===== src/rtl/calc_pkg.sv =====
// Shared types and constants for the calculator display path.
package calc_pkg;
  typedef enum logic [1:0] {
    IDLE  = 2'd0,
    SHIFT = 2'd1,
    DONE  = 2'd2
  } state_e;

  localparam int BCD_DIGITS   = 4;
  localparam int MAX_DISPLAY  = 9999;
  localparam int BCD_NIBBLE_W = 4;
  localparam int BCD_W        = BCD_DIGITS * BCD_NIBBLE_W;
endpackage


===== src/rtl/bcd_add3.sv =====
// Double-dabble correction cell: nibbles of 5 or more get +3 so the
// following left shift carries correctly into the next decimal digit.
module bcd_add3
  import calc_pkg::*;
(
  input  logic [BCD_NIBBLE_W-1:0] d_i,
  output logic [BCD_NIBBLE_W-1:0] d_o
);
  assign d_o = (d_i >= BCD_NIBBLE_W'(5)) ? d_i + BCD_NIBBLE_W'(3) : d_i;
endmodule


===== src/rtl/bin_to_bcd_seq.sv =====
// Sequential binary-to-BCD converter (one shift-add-3 step per cycle).
// Input saturates at 9999; digits are held between conversions so the
// display scanner never sees a partially converted value.
module bin_to_bcd_seq
  import calc_pkg::*;
#(
  parameter int BIN_WIDTH = 14
) (
  input  logic                 clk,
  input  logic                 reset,
  input  logic                 start,
  input  logic [BIN_WIDTH-1:0] bin_in,
  output logic                 busy,
  output logic                 done,
  output logic                 overflow,
  output logic [3:0]           first_digit,
  output logic [3:0]           second_digit,
  output logic [3:0]           third_digit,
  output logic [3:0]           fourth_digit
);
  localparam int                   CNT_W = $clog2(BIN_WIDTH);
  localparam logic [BIN_WIDTH-1:0] SAT   = BIN_WIDTH'(MAX_DISPLAY);
  localparam logic [CNT_W-1:0]     LAST  = CNT_W'(BIN_WIDTH - 1);

  state_e               state_q, state_d;
  logic [BIN_WIDTH-1:0] operand_q, operand_d;
  logic [BCD_W-1:0]     scratch_q, scratch_d;
  logic [BCD_W-1:0]     adj;
  logic [CNT_W-1:0]     cnt_q, cnt_d;
  logic                 pend_q, pend_d;
  logic [BCD_W-1:0]     digits_q, digits_d;
  logic                 ovf_q, ovf_d;
  logic                 done_q, done_d;

  // Per-digit add-3 correction applied to the scratch register
  for (genvar g = 0; g < BCD_DIGITS; g++) begin : g_add3
    bcd_add3 u_add3 (
      .d_i (scratch_q[g*BCD_NIBBLE_W +: BCD_NIBBLE_W]),
      .d_o (adj[g*BCD_NIBBLE_W +: BCD_NIBBLE_W])
    );
  end

  // State register
  always_ff @(posedge clk) begin
    if (reset) state_q <= IDLE;
    else       state_q <= state_d;
  end

  // Next-state and datapath next values; everything holds unless a state acts
  always_comb begin
    state_d   = state_q;
    operand_d = operand_q;
    scratch_d = scratch_q;
    cnt_d     = cnt_q;
    pend_d    = pend_q;
    digits_d  = digits_q;
    ovf_d     = ovf_q;
    done_d    = 1'b0;
    case (state_q)
      IDLE: begin
        if (start) begin
          state_d   = SHIFT;
          operand_d = (bin_in > SAT) ? SAT : bin_in;
          pend_d    = (bin_in > SAT);
          scratch_d = '0;
          cnt_d     = '0;
        end
      end
      SHIFT: begin
        // Corrected scratch and operand shift left together as one word
        scratch_d = {adj[BCD_W-2:0], operand_q[BIN_WIDTH-1]};
        operand_d = {operand_q[BIN_WIDTH-2:0], 1'b0};
        if (cnt_q == LAST) state_d = DONE;
        else               cnt_d   = cnt_q + CNT_W'(1);
      end
      DONE: begin
        digits_d = scratch_q;
        ovf_d    = pend_q;
        done_d   = 1'b1;
        state_d  = IDLE;
      end
      default: state_d = IDLE;
    endcase
  end

  // Datapath and output registers
  always_ff @(posedge clk) begin
    if (reset) begin
      operand_q <= '0;
      scratch_q <= '0;
      cnt_q     <= '0;
      pend_q    <= 1'b0;
      digits_q  <= '0;
      ovf_q     <= 1'b0;
      done_q    <= 1'b0;
    end else begin
      operand_q <= operand_d;
      scratch_q <= scratch_d;
      cnt_q     <= cnt_d;
      pend_q    <= pend_d;
      digits_q  <= digits_d;
      ovf_q     <= ovf_d;
      done_q    <= done_d;
    end
  end

  assign busy         = (state_q != IDLE);
  assign done         = done_q;
  assign overflow     = ovf_q;
  assign first_digit  = digits_q[3:0];
  assign second_digit = digits_q[7:4];
  assign third_digit  = digits_q[11:8];
  assign fourth_digit = digits_q[15:12];
endmodule


===== config.mk =====
export PLATFORM = sky130hd
export DESIGN_NAME = bin_to_bcd_seq
export DESIGN_NICKNAME = d
export VERILOG_FILES = /design/src/rtl/calc_pkg.sv /design/src/rtl/bcd_add3.sv /design/src/rtl/bin_to_bcd_seq.sv
export SDC_FILE = /design/constraint.sdc
export NUM_CORES = 1
export LEC_CHECK = 0
export CAP_MARGIN = 20
export CORE_AREA = 2 2 75 77
export CTS_CLUSTER_DIAMETER = 30
export DETAILED_ROUTE_END_ITERATION = 6
export DIE_AREA = 0 0 77 79
export GPL_ROUTABILITY_DRIVEN = 1
export GPL_TIMING_DRIVEN = 0
export PLACE_DENSITY = 0.69
export SLEW_MARGIN = 20
export SYNTH_ARGS = -nofsm -noshare
export SYNTH_HDL_FRONTEND = slang
export SYNTH_SLANG_ARGS = --single-unit

===== constraint.sdc =====
create_clock -name clk -period 1.41 [get_ports clk]
set_input_delay 0.141 -clock clk [delete_from_list [all_inputs] [get_ports clk]]
set_output_delay 0.141 -clock clk [all_outputs]
set_load 0.005 [all_outputs]

==> Word-level counts from Yosys, hierarchy flattened <==
Index checks and enable logic that the tools add are counted.
{ "op_classes": {"magnitude_cmp": 5, "muxes": 16, "n_addsub": 5, "reduce_logical": 7, "n_eq_ne": 6} }
{ "ops": {"columns": ["op", "count"], "rows": [
  ["$pmux 16 s2", 1],
  ["$mux 14", 2],
  ["$pmux 14 s2", 1],
  ["$mux 4", 5],
  ["$ge 4x3->1 const B", 4],
  ["$mux 16", 1],
  ["$gt 14x14->1 const B", 1],
  ["$add 4x2->4 const B", 3],
  ["$pmux 4 s2", 1],
  ["$ne 2x2->1 const B", 3],
  ["$reduce_and 2->1", 3],
  ["$add 4x1->4 const B", 1],
  ["$eq 4x4->1 const B", 1],
  ["$mux 2", 2],
  ["$pmux 2 s2", 1],
  ["$reduce_bool 2->1", 2],
  ["$add 3x2->3 const B", 1],
  ["$mux 3", 1],
  ["$reduce_and 3->1", 1],
  ["$eq 2x1->1 const B", 1],
  ["$eq 2x2->1 const B", 1],
  ["$logic_not 2->1", 1],
  ["$mux 1", 1]
]} }
{ "totals": {"output_inout_bits": 19, "reg_bits": 55, "wordCells": 47, "input_bits": 17} }

==> Longest topological paths before layout <==
{ "logic_depth": {"word_depth": 4, "ltp_mapped": 7, "depth_no_buf": 6} }

==> Cells and area by module <==
From an unflattened synthesis, not the netlist that was laid out.
{ "hier_totals": {"cells_unflattened": 291, "hier_area_um2": 2598.7} }
{ "modules_own_cells": {"columns": ["mod", "cells_per_inst", "seq_area_each_um2", "area_each_um2", "n_inst"], "rows": [
  ["bin_to_bcd_seq", 227, 1101.1, 2193.4, 1],
  ["bcd_add3", 16, 0.0, 101.3, 4]
]} }

==> Worst setup path before layout <==
Ideal clock, no wire load.
{ "synth_timing": {"path_kind": "register to register", "from": "register scratch_q[9]", "to": "register scratch_q[10]", "arrival_ns": 1.395, "setup_time_ns": 0.075, "path_buffers": 0, "stages_incl_launch_ff": 7, "required_ns": 1.335, "path_slack_ns": -0.060, "synth_period_minus_slack_ns": 1.470, "path_cell_list": "dfxtp_1 > inv_1 > ha_1 > nand2b_1 > a21oi_1 > mux2_2 > o21ai_0"} }
{ "synth_between": {"elab_chain_cells": 3, "word_cells_on_any_way": 4, "classes_between": "add/sub (1); order compare (1); mux (2)"} }
{ "synth_lines": {"columns": ["element", "line_no", "text"], "rows": [
  ["start: declaration", "bin_to_bcd_seq.sv:27", "logic [BCD_W-1:0] scratch_q, scratch_d;"],
  ["start signal: assignment", "bin_to_bcd_seq.sv:98", "scratch_q <= scratch_d;"],
  ["$add 4x2->4 / $ge 4x3->1 (equally long branches)", "bcd_add3.sv:9", "assign d_o = (d_i >= BCD_NIBBLE_W'(5)) ? d_i + BCD_NIBBLE_W'(3) : d_i;"],
  ["$mux 4 (*)", "bcd_add3.sv:9", null],
  ["$pmux 16 s2 (*)", "bin_to_bcd_seq.sv:59", "case (state_q)"]
]} }
Every way passes the cells marked *; elsewhere a longest branch is shown, timed or not.
A chain may end at the register's enable or synchronous reset.

==> Worst setup path after layout <==
{ "layout_timing": {"from": "register state_q[0]", "to": "register operand_q[7]"} }
{ "layout_between": {"elab_chain_cells": 3, "word_cells_on_any_way": 6, "classes_between": "eq/ne (2); mux (1); reduce/logical (3)"} }
{ "layout_lines": {"columns": ["element", "line_no", "text"], "rows": [
  ["start: declaration", "bin_to_bcd_seq.sv:25", "state_e state_q, state_d;"],
  ["start signal: assignment", "bin_to_bcd_seq.sv:46", "else state_q <= state_d;"],
  ["$eq 2x1->1 / $logic_not 2->1 (equally long branches)", "bin_to_bcd_seq.sv:59", null],
  ["$reduce_bool 2->1 (no source line) / $ne 2x2->1 (equally long branches)", null, null],
  ["$reduce_and 2->1 (no source line)", null, null],
  ["end signal: assignment", "bin_to_bcd_seq.sv:97", "operand_q <= operand_d;"],
  ["end: declaration", "bin_to_bcd_seq.sv:26", "logic [BIN_WIDTH-1:0] operand_q, operand_d;"]
]} }
Parallel ways exist; a longest one is shown, timed or not.

==> metrics.csv <==
stage;metric;value;unit
clock_tree;cts_inserted_buffers;5;
floorplan;fp-row-count;27;
final_layout;area_growth;32.6;%
floorplan;coreArea;5340;um^2
timing;fin_crit_sh;0.981;
power;power.clock.fraction;0.311;
placement;hpwl;3.80;mm
power;swShare;0.259;
timing;drv_slew;0;
synthesis;synth_area;2440;um^2
setup_path;crit_top_cell;buf_6;
placement;dp_slack;-0.498;ns
synthesis;synth_common_cells;nand2_1 (57), dfxtp_1 (55), a21oi_1 (29);
power;leakage;1.20;nW
worst_hold_path;min_path_cells;3;
setup_path;rr_worst_depth;6;
clock_tree;clock-sinks;55;
timing;finalSetupTns;0;ns
setup_path;critPathMaxFanout;10;
synthesis;synth_edf_count;0;
synthesis;synthArstFlopShare;0;
detailed_routing;drcViolationCount;0;
floorplan;die_h;79;um
synthesis;ys_seq_elements;55;
floorplan;ios;36;
clock_tree;htreeDepth;2;
synthesis;synth_top_area_frac;0.452;
clock_tree;path_clk_slew;0.10;ns
synthesis;synth_area_leaders;dfxtp_1 (45%), nand2_1 (8.8%), a21oi_1 (6.0%);
global_routing;gr-usage-all-layers;0.189;
global_routing;antenna_found_initial;0;
setup_path;slowest_stage;dfxtp_2;
power;ir_drop;0.551;mV
run;drv_cap;0;
synthesis;synth_flop_cell;dfxtp_1;
clock_tree;cts_tree;done;
setup_path;required;1.61;ns
floorplan;start_util;0.457;
power;internal-power;2.10;mW
worst_hold_path;hold_class;in2reg;
synthesis;yosysTopAreaCell;dfxtp_1;
detailed_routing;drt-initial-drc-count;82;
detailed_routing;wire_per_inst;14.1;um
power;power_switching;736;uW
floorplan;fp.dieW;77;um
synthesis;syn_nets;315;
detailed_routing;num_vias;2167;
final_layout;nNetsFinal;365;
timing;period_needed;1.38;ns
power;power_frac_seq;0.569;
power;combPwrFrac;0.120;
global_routing;grt_pass1_wl;9.27;mm
setup_path;worst_setup_path_start_kind;register;
synthesis;ys_seq_area_frac;0.452;
timing;tightest_slew;0.449;ns
setup_path;arrival;1.58;ns
timing;slew-limit-headroom;0.699;
clock_tree;cts_hold_buf;0;
synthesis;syn_inst;288;
timing;fin_worst_skew;0.00723;ns
global_routing;grt_overflow;0;
detailed_routing;via_per_inst;5.27;
synthesis;synth_warnings;0;
detailed_routing;postRouteWirelength;5.81;mm
detailed_routing;ant_nets;0;
power;total_power;2.84;mW
timing;fmax;723;MHz
clock_tree;ctsRootBufferMaster;clkbuf_8;
floorplan;dieArea;6080;um^2
final_layout;nFillCells;524;
timing;finalSetupViolations;0;
final_layout;final_layout_size_suffix_gt1_frac;0.233;
final_layout;n_antenna_cell;0;
detailed_routing;dr.pass1.iters;5;
synthesis;yosysMostFrequentCell;nand2_1;
timing;whs;0.217;ns
placement;gp_congestion;0.791;
clock_tree;clockBufferDepth;2;
outcome;status;finished, final reports clean;
setup_path;critPathKind;reg2reg;
setup_path;path_cells;buf_6 > nor2b_2 > buf_6 > buf_8 > a222oi_1 > nor2_1;
power;power.density;878;nW/um^2
synthesis;syn_area_per_cell;8.47;um^2
synthesis;ys_types;41;
timing;hold_viol;0;
placement;io_buffers;35;
global_routing;grt_pass1_vias;1964;
setup_path;slowest_delay;0.33;ns
setup_path;end_kind;register;
global_routing;grt_max_degree;18;
timing;fin_ws;0.0272;ns
clock_tree;clk_latency;0.31;ns
timing;rsz0062_at_grt;yes;
[kinds of logic (layout without fill, tap and decap cells)]
group / count (synthesis) / in the layout / share of synthesized area
AO/OA/AOI/OAI: 68 / 68 / 0.172
multiplexers: 5 / 5 / 0.0215
adder cells (fa/ha/maj): 10 / 10 / 0.0513
XOR/XNOR: 9 / 9 / 0.0323
AND/OR/NAND/NOR: 114 / 114 / 0.211
buffers and inverters: 27 / 78 / 0.0600
flip-flops: 55 / 55 / 0.452
[cells in the final DEF (no fill, tap or decap), drive strengths merged, types with 2 or more instances in the layout]
cell           instances
inv                   11
nand2b                 6
dfxtp                 55
nor3                  16
o21ai                 17
o221ai                 3
mux2                   2
clkbuf                10
xnor2                  4
clkinv                 2
buf                   21
xor2                   5
clkdlybuf4s50         33
o31ai                  2
a31oi                  3
nand3                 10
a222oi                 4
nor2                  17
ha                    10
nand2                 57
mux2i                  3
a22o                   3
a21oi                 29
[metrics by stage]
stage          cell area [um^2]   util  instances
4_1_cts                    3020  0.565        404
5_1_grt                    3230  0.606        411
2_1_floorplan              2440      -        288
6_report                   3230  0.606        411
3_5_place_dp               2880  0.540        395
3_3_place_gp               2880  0.540        395
[routing by layer]
layer	GRT usage	routed length, um	up-vias
li1	-	-	1095
met4	0.0482	24	0
met5	0	0	-
met1	0.251	2620	1010
met3	0.0352	267	2
met2	0.319	2900	60
[worst paths after layout]
path | start | end | slack, ns
min | bin_in[13] | operand_q[13] | 0.22
max | state_q[0] | operand_q[7] | 0.03
min reg2reg | operand_q[13] | scratch_q[0] | 0.45
max reg2reg | state_q[0] | operand_q[7] | 0.03
[registers in the layout, indices dropped and copies added (netlist names)]
register,count
cnt_q,4
digits_q,16
done,1
operand_q,14
overflow,1
pend_q,1
scratch_q,16
state_q,2
[cell type report]
class                      instances  area, um^2  area share
multi-input combinational        206        1360       0.419
sequential                        55        1120       0.346
timing repair buffer              46         428       0.132
buffer                            14         113      0.0348
tap                               72        90.1      0.0279
clock buffer                       5        68.8      0.0213
inverter                          10        40.0      0.0124
clock inverter                     3        18.8     0.00580
[power by group through the flow]
| stage | registers [mW] | logic [mW] | clock network (mW) |
|---|---|---|---|
| after floorplan | 1.65 | 0.181 | 0 |
| after global placement | 1.65 | 0.291 | 0 |
| after detailed placement | 1.65 | 0.295 | 0 |
| after CTS | 1.62 | 0.302 | 0.906 |
| after global routing | 1.62 | 0.368 | 0.983 |
| final | 1.61 | 0.340 | 0.883 |
[timing repair]
item	4_1_cts	5_1_grt
pin swaps	3	17
resized for setup	19	46
cloned	0	1
setup buffers	1	9
setup endpoints to repair	40	44
[worst max-delay path, delay by kind of cell (launching register included)]
kind	cells	cell delay (ns)
buffers and inverters	3	0.38
DFF	1	0.33
AOI/OAI and AO/OA	1	0.32
and+or+nand+nor	2	0.24
No activity file was read; power rests on OpenSTA's default activity.
